[src/rtl/bch_pkg.sv]
// Shared constants, FSM encodings and config check for the BCH decoder control.
package bch_pkg;

    localparam int T_MAX = 4;
    localparam int M_MAX = 10;

    localparam logic [2:0] S_IDLE    = 3'd0;
    localparam logic [2:0] S_SYN_RUN = 3'd1;
    localparam logic [2:0] S_SYN_CHK = 3'd2;
    localparam logic [2:0] S_BER_RUN = 3'd3;
    localparam logic [2:0] S_CHN_RUN = 3'd4;
    localparam logic [2:0] S_DONE    = 3'd5;

    localparam logic [1:0] ST_CLEAN  = 2'd0;
    localparam logic [1:0] ST_CORR   = 2'd1;
    localparam logic [1:0] ST_UNCORR = 2'd2;
    localparam logic [1:0] ST_FAULT  = 2'd3;

    function automatic logic cfg_bad(
        input logic [9:0] n,
        input logic [3:0] t,
        input logic [3:0] m,
        input int         tmax,
        input int         mmax
    );
        logic [10:0] lim;
        lim = (11'd1 << m) - 11'd1;
        return (t == 4'd0) || (int'(t) > tmax) ||
               (m == 4'd0) || (int'(m) > mmax) ||
               (n == 10'd0) || ({1'b0, n} > lim);
    endfunction

endpackage

[src/rtl/bch_dec_ctrl_wdog.sv]
// RUN-state watchdog: cleared on state entry, expires on the WDOG_MAX-th RUN cycle.
module bch_wdog #(
    parameter int WDOG_MAX = 1023
) (
    input  logic clk,
    input  logic rstn,
    input  logic clr,
    input  logic en,
    output logic expire
);
    localparam int W = $clog2(WDOG_MAX + 1);
    localparam logic [W-1:0] LIM = W'(WDOG_MAX - 1);

    logic [W-1:0] cnt;

    assign expire = en && (cnt == LIM);

    always_ff @(posedge clk or negedge rstn) begin
        if (!rstn)
            cnt <= '0;
        else if (clr)
            cnt <= '0;
        else if (en && !expire)
            cnt <= cnt + 1'b1;
    end

endmodule

[src/rtl/bch_dec_ctrl.sv]
// Frame sequencer for the hard-decision BCH decoder:
// syndrome -> Berlekamp-Massey -> Chien, with early exit on clean frames.
module bch_dec_ctrl #(
    parameter int T_MAX    = bch_pkg::T_MAX,
    parameter int M_MAX    = bch_pkg::M_MAX,
    parameter int WDOG_MAX = 1023
) (
    input  logic                     clk,
    input  logic                     rstn,
    input  logic                     in_valid,
    output logic                     in_ready,
    input  logic [9:0]               in_n,
    input  logic [3:0]               in_t,
    input  logic [3:0]               in_m,
    output logic [9:0]               cfg_n,
    output logic [3:0]               cfg_t,
    output logic [3:0]               cfg_m,
    output logic                     syn_start,
    input  logic                     syn_done,
    input  logic [2*T_MAX*M_MAX-1:0] syndromes,
    output logic                     ber_start,
    input  logic                     ber_done,
    input  logic                     ber_fail,
    input  logic [3:0]               ber_deg,
    output logic                     chien_start,
    input  logic                     chien_done,
    input  logic [3:0]               chien_err_cnt,
    output logic                     out_valid,
    input  logic                     out_ready,
    output logic [1:0]               out_status,
    output logic [3:0]               out_err_cnt,
    output logic                     busy
);
    import bch_pkg::*;

    logic [2:0] state, nst;
    logic       ent, zero, fault, syn_or, acc, run, wd_exp;
    logic [3:0] deg, ecnt_n;
    logic [1:0] status_n;

    assign acc = (state == S_IDLE) && in_valid && in_ready;
    assign run = (state == S_SYN_RUN) || (state == S_BER_RUN) ||
                 (state == S_CHN_RUN);

    // ent marks the first cycle of a state; dones seen then are ignored
    assign syn_start   = ent && (state == S_SYN_RUN);
    assign ber_start   = ent && (state == S_BER_RUN);
    assign chien_start = ent && (state == S_CHN_RUN);
    assign out_valid   = (state == S_DONE);
    assign busy        = (state != S_IDLE);

    bch_wdog #(.WDOG_MAX(WDOG_MAX)) u_wdog (
        .clk    (clk),
        .rstn   (rstn),
        .clr    (nst != state),
        .en     (run),
        .expire (wd_exp)
    );

    always_comb begin
        syn_or = 1'b0;
        for (int i = 0; i < 2*T_MAX; i++)
            if (i < 2*int'(cfg_t))
                syn_or = syn_or | (|syndromes[i*M_MAX +: M_MAX]);
    end

    always_comb begin
        nst      = state;
        status_n = out_status;
        ecnt_n   = out_err_cnt;
        unique case (state)
            S_IDLE: begin
                if (acc)
                    nst = cfg_bad(in_n, in_t, in_m, T_MAX, M_MAX) ?
                          S_SYN_CHK : S_SYN_RUN;
            end
            S_SYN_RUN: begin
                if (!ent && syn_done) begin
                    nst = S_SYN_CHK;
                end else if (wd_exp) begin
                    nst = S_DONE; status_n = ST_FAULT; ecnt_n = 4'd0;
                end
            end
            S_SYN_CHK: begin
                if (fault) begin
                    nst = S_DONE; status_n = ST_FAULT; ecnt_n = 4'd0;
                end else if (zero) begin
                    nst = S_DONE; status_n = ST_CLEAN; ecnt_n = 4'd0;
                end else begin
                    nst = S_BER_RUN;
                end
            end
            S_BER_RUN: begin
                if (!ent && ber_done) begin
                    if (ber_fail || ber_deg == 4'd0 || ber_deg > cfg_t) begin
                        nst = S_DONE; status_n = ST_UNCORR; ecnt_n = 4'd0;
                    end else begin
                        nst = S_CHN_RUN;
                    end
                end else if (wd_exp) begin
                    nst = S_DONE; status_n = ST_FAULT; ecnt_n = 4'd0;
                end
            end
            S_CHN_RUN: begin
                nst = state;
                if (!ent && chien_done) begin
                    nst = S_DONE;
                    if (chien_err_cnt != deg) begin
                        status_n = ST_UNCORR; ecnt_n = 4'd0;
                    end else begin
                        status_n = ST_CORR; ecnt_n = chien_err_cnt;
                    end
                end else if (wd_exp) begin
                    nst = S_DONE; status_n = ST_FAULT; ecnt_n = 4'd0;
                end
            end
            S_DONE: begin
                if (out_ready) begin
                    nst = S_IDLE; status_n = ST_CLEAN; ecnt_n = 4'd0;
                end
            end
            default: nst = S_IDLE;
        endcase
    end

    always_ff @(posedge clk or negedge rstn) begin
        if (!rstn) begin
            state       <= S_IDLE;
            ent         <= 1'b0;
            in_ready    <= 1'b0;
            cfg_n       <= '0;
            cfg_t       <= '0;
            cfg_m       <= '0;
            zero        <= 1'b0;
            fault       <= 1'b0;
            deg         <= '0;
            out_status  <= '0;
            out_err_cnt <= '0;
        end else begin
            state       <= nst;
            ent         <= (nst != state);
            in_ready    <= (nst == S_IDLE);
            out_status  <= status_n;
            out_err_cnt <= ecnt_n;
            if (acc) begin
                cfg_n <= in_n;
                cfg_t <= in_t;
                cfg_m <= in_m;
                fault <= cfg_bad(in_n, in_t, in_m, T_MAX, M_MAX);
            end
            if (state == S_SYN_RUN && !ent && syn_done)
                zero <= !syn_or;
            if (state == S_BER_RUN && !ent && ber_done)
                deg <= ber_deg;
        end
    end

endmodule

[config.mk]
export PLATFORM = sky130hd
export DESIGN_NAME = bch_dec_ctrl
export DESIGN_NICKNAME = d
export VERILOG_FILES = /design/src/rtl/bch_pkg.sv /design/src/rtl/bch_dec_ctrl_wdog.sv /design/src/rtl/bch_dec_ctrl.sv
export SDC_FILE = /design/constraint.sdc
export NUM_CORES = 1
export LEC_CHECK = 0
export CORE_MARGIN = 3
export CORE_UTILIZATION = 42
export CTS_CLUSTER_SIZE = 24
export DETAILED_ROUTE_END_ITERATION = 6
export PLACE_DENSITY = 0.8
export SLEW_MARGIN = 5
export SYNTH_ARGS = -nofsm -noshare
export SYNTH_HDL_FRONTEND = slang
export SYNTH_SLANG_ARGS = --single-unit
[constraint.sdc]
create_clock -name clk -period 2.6 [get_ports clk]
set_input_delay 0.52 -clock clk [delete_from_list [all_inputs] [get_ports clk]]
set_output_delay 0.52 -clock clk [all_outputs]
set_load 0.02 [all_outputs]
==> impl_results.md <==
- Met3 Resource Use GR: under 10%
- Period minus WS final: 2.93 ns
- Half-perimeter wire length of the detailed placement result: 7780 um
- Number of antenna violations at the first check in global routing: 0
- Most used cells in the layout excluding fill and tap cells: 137 x sky130_fd_sc_hd__clkdlybuf4s50_1, 60 x sky130_fd_sc_hd__nand2_1, 44 x sky130_fd_sc_hd__dfrtp_1
- Maximum resistive drop on vdd: 459 uV
- Netlist Area Pre-Place: 0.00308 sq mm
- Max transition margin: 59.7%
- Vias per inst: 5.42
- Total power per unit cell area: about 800 mW/mm^2
- Leading register cell type out of synthesis: sky130_fd_sc_hd__dfrtp_1
- Slowest cell on crit path: sky130_fd_sc_hd__ha_1
- Fraction of the cycle the final worst path needs: 113%
- Area of the die: 0.00839 sq mm
- Category of the worst setup path launch point: primary input
- Number of enable flip-flop cells after synthesis: 0
- Count of unresolved DRC violations after routing: 0
- All-layer global routing usage: approximately 24%
- Result of the run: finished with violations
- Critical Path Max Stage Delay: roughly 0.34 ns
- Leakage power: roughly 2.2 nW
- Async set or reset register ratio after synthesis: 100%
- Synth Register Bits: 45
- Portion of the post-synthesis area used by sequential elements: 36.6%
- WL final: 10200 um
- Worst Setup End Kind: flip-flop
- Routing layer with the top usage in global route: met2
- Global-route met1 utilization: 28.5%
- Wire length per cell after detailed routing: about 16 um
- Last weighted congestion value of the routability-driven placer: roughly 0.90
- X dimension of the die: 91.6 um
- Sum of overflow across all layers after global routing: 0
- Sequential share of power: 28.9%
- Antenna-violating nets left: 0
- Depth of the most critical reg-to-reg path: 6
- Synthesized area per cell: 8.45 sq um
- Area Growth Syn to Fin: 63.8%
- Final nets: about 660
- Setup repair after global routing missed its margin: yes
- Count of pins over their slew limit: 0
- Area leader, netlist: sky130_fd_sc_hd__dfrtp_1
- Top cells by area in the synthesized netlist: sky130_fd_sc_hd__dfrtp_1 37%, sky130_fd_sc_hd__ha_1 7.3%, sky130_fd_sc_hd__nand2_1 7.3%
- Count of synthesis-stage warnings from yosys: 0
- Clock insertion delay at the later pin of the skew report: 0.30 ns
- Number of ports placed on the die boundary: 144
- Number of endpoints with negative hold slack in the final report: 0
- Final setup violation count: 14
- Count of hold buffers inserted by post-cts repair: 0
- Number of distinct library cell variants in the gate-level netlist after synthesis: 55
- Critical Path RT: 2.79 ns
- Share of post-route cells with drive strength above 1: 14.3%
- Total number of placement rows: 30
- IO buf count: 143
- Clock slew at reported path FFs: 0.09 ns
- Cells after Synth: 364
- Category of the most critical setup path: in -> reg
- Ant. Diodes: 0
- Maximum buffer depth of the clock tree: 2
- Number of vias in the routed layout: between 3000 and 4000
- First-pass GRT wire length: 16500 um
- Sw Pwr: 1.72 mW
- Num Clock Sinks: between 40 and 50
- Worst Path Arrival: 3.11 ns
- Syn nets: 496
- Initial drt markers: 143
- Worst slew pin tran: 0.601 ns
- CTS H-tree depth: 2
- Maximum fanout encountered on the critical timing path: 6
- Relative contribution of combinational cells to total power: between 50% and 60%
- Starting utilization of the core area: 44.3%
- Largest net degree at the start of global routing: 33
- Tightest Hold Check Type: in -> async
- Share of power burned in the clock network: 11.8%
- F_max: approximately 340 MHz
- Worst path setup slack after routing: -0.327 ns
- Violations in the final reports: negative setup slack
- Vias in the first global route: 3503
- Most frequent cell on the critical path: sky130_fd_sc_hd__a211o_1
- Core footprint: roughly 0.0069 sq mm
- Internal power: between 2 and 2.5 mW
- Max-Cap Viols: 0
- Met2 track demand over resource in global routing: a little over two fifths
- Critical path cell sequence: buf_8, nor4_4, inv_2, ha_4, nor3_2, a21o_1, a32oi_1, ha_1, nand4_1, a211o_1, o211a_1, o32ai_2, a211o_1, buf_12, buf_6, nor2_4
- Vertical die dimension: 91.6 um
- Inserted Clock Buffers: 5
- Summed negative setup slack over all endpoints: -3.39 ns
- Commonest non-fill, non-tap cell in the layout: sky130_fd_sc_hd__clkdlybuf4s50_1
- Smallest hold slack: 0.102 ns
- Setup clock skew after layout: 0.00751 ns
- Synth top area share: 36.6%
- Number of detailed-routing iterations run before antenna repair: 4
- Clock tree from TritonCTS: yes
- Root buffer cell: sky130_fd_sc_hd__clkbuf_8
- Net Sw Frac: 42.2%
power by group through the flow:
stage / Clock, mW / Sequential, mW / Combinational (mW)
detailed placement: 0 / 1.18 / 2.19
finish: 0.479 / 1.17 / 2.42
global placement: 0 / 1.16 / 2.13
floorplan: 0 / 1.28 / 1.15
global route: 0.513 / 1.21 / 2.62
CTS: 0.492 / 1.17 / 2.52
timing repair:
action / 4_1_cts / 5_1_grt
endpoints found under the setup margin: 15 / 16
setup buffers: 10 / 1
gates cloned: 1 / 0
resized for setup: 41 / 7
pin swaps: 18 / 7
critical path, delay by kind of cell:
kind / cells / cell delay (ns)
adders and majority gates: 2 / 0.52
and+or+nand+nor: 4 / 0.54
buffers and inverters: 4 / 0.44
AOI/OAI and AO/OA: 6 / 1.09
Yosys cell counts, types with 2 or more instances:
cell	instances
sky130_fd_sc_hd__nor3_1	8
sky130_fd_sc_hd__o2111ai_1	3
sky130_fd_sc_hd__nor2_1	31
sky130_fd_sc_hd__a211oi_1	3
sky130_fd_sc_hd__nor4b_1	2
sky130_fd_sc_hd__o21ai_0	15
sky130_fd_sc_hd__a31oi_1	2
sky130_fd_sc_hd__ha_1	18
sky130_fd_sc_hd__dfrtp_1	45
sky130_fd_sc_hd__a22o_1	4
sky130_fd_sc_hd__nand2_1	60
sky130_fd_sc_hd__buf_2	4
sky130_fd_sc_hd__xor2_1	8
sky130_fd_sc_hd__and4_1	3
sky130_fd_sc_hd__nor2b_1	6
sky130_fd_sc_hd__or3_1	4
sky130_fd_sc_hd__nor4_1	24
sky130_fd_sc_hd__nand2b_1	7
sky130_fd_sc_hd__xnor2_1	6
sky130_fd_sc_hd__clkbuf_1	10
sky130_fd_sc_hd__a21oi_1	24
sky130_fd_sc_hd__mux2_2	4
sky130_fd_sc_hd__a221o_1	2
sky130_fd_sc_hd__and2_1	2
sky130_fd_sc_hd__a211o_1	5
sky130_fd_sc_hd__o31ai_1	2
sky130_fd_sc_hd__nand3_1	11
sky130_fd_sc_hd__nand4_1	3
sky130_fd_sc_hd__o21a_1	3
sky130_fd_sc_hd__a21o_1	2
sky130_fd_sc_hd__and3_1	8
sky130_fd_sc_hd__inv_1	11
sky130_fd_sc_hd__nand3b_1	2
state kept, by name, indices dropped and copies added (netlist names):
signal	count
cfg_m	4
cfg_n	10
cfg_t	4
deg	4
ent	1
fault	1
in_ready	1
out_err_cnt	4
out_status	2
state	3
u_wdog.cnt	10
zero	1
routing by layer:
metal	part of all wire [%]	up-vias	wire, um
met3	5.9	11	598
met5	0	-	0
met1	40	1623	4080
met2	53	113	5410
li1	-	1659	-
met4	0.85	0	87
final cells by class:
type	count	area, sq um
Clock buffer	7	96.3
Tap cell	96	120
Multi-Input combinational cell	291	1950
Timing Repair Buffer	177	1700
Inverter	11	41.3
Sequential cell	45	1130
Clock inverter	1	5.00
Fill cell	517	1910
path summary, 6_finish.rpt:
| path | start | slack (ns) | to |
|---|---|---|---|
| worst max-delay path | in_m[0] | -0.33 | u_wdog.cnt[8] |
| worst min-delay path | rstn | 0.10 | cfg_n[1] |
| worst max register to register | state[2] | 0.27 | out_err_cnt[0] |
| worst min register to register | cfg_m[3] | 0.49 | cfg_m[3] |
| max in group asynchronous | rstn | 1.75 | state[0] |
| min in group clk | in_m[2] | 0.44 | cfg_m[2] |
kinds of logic after synthesis:
| family | synth area share [%] |
|---|---|
| XOR/XNOR | 3.99 |
| AO/OA/AOI/OAI | 17.2 |
| buffers and inverters | 3.86 |
| multiplexers | 1.46 |
| adder cells (fa/ha/maj) | 7.32 |
| AND/OR/NAND/NOR | 29.5 |
| flip-flops | 36.6 |
through the flow:
stage	total power, mW	setup WS [ns]	utilization (%)	area (sq um)	cells
floorplan	2.43	-0.350	-	3140	364
global placement	3.29	-0.906	68.6	4760	610
detailed placement	3.36	-1.09	68.6	4760	610
CTS	4.18	-0.295	72.5	5040	628
global route	4.34	-0.473	72.5	5040	628
finish	4.07	-0.327	72.5	5040	628
No activity file was read; power rests on OpenSTA's default activity.
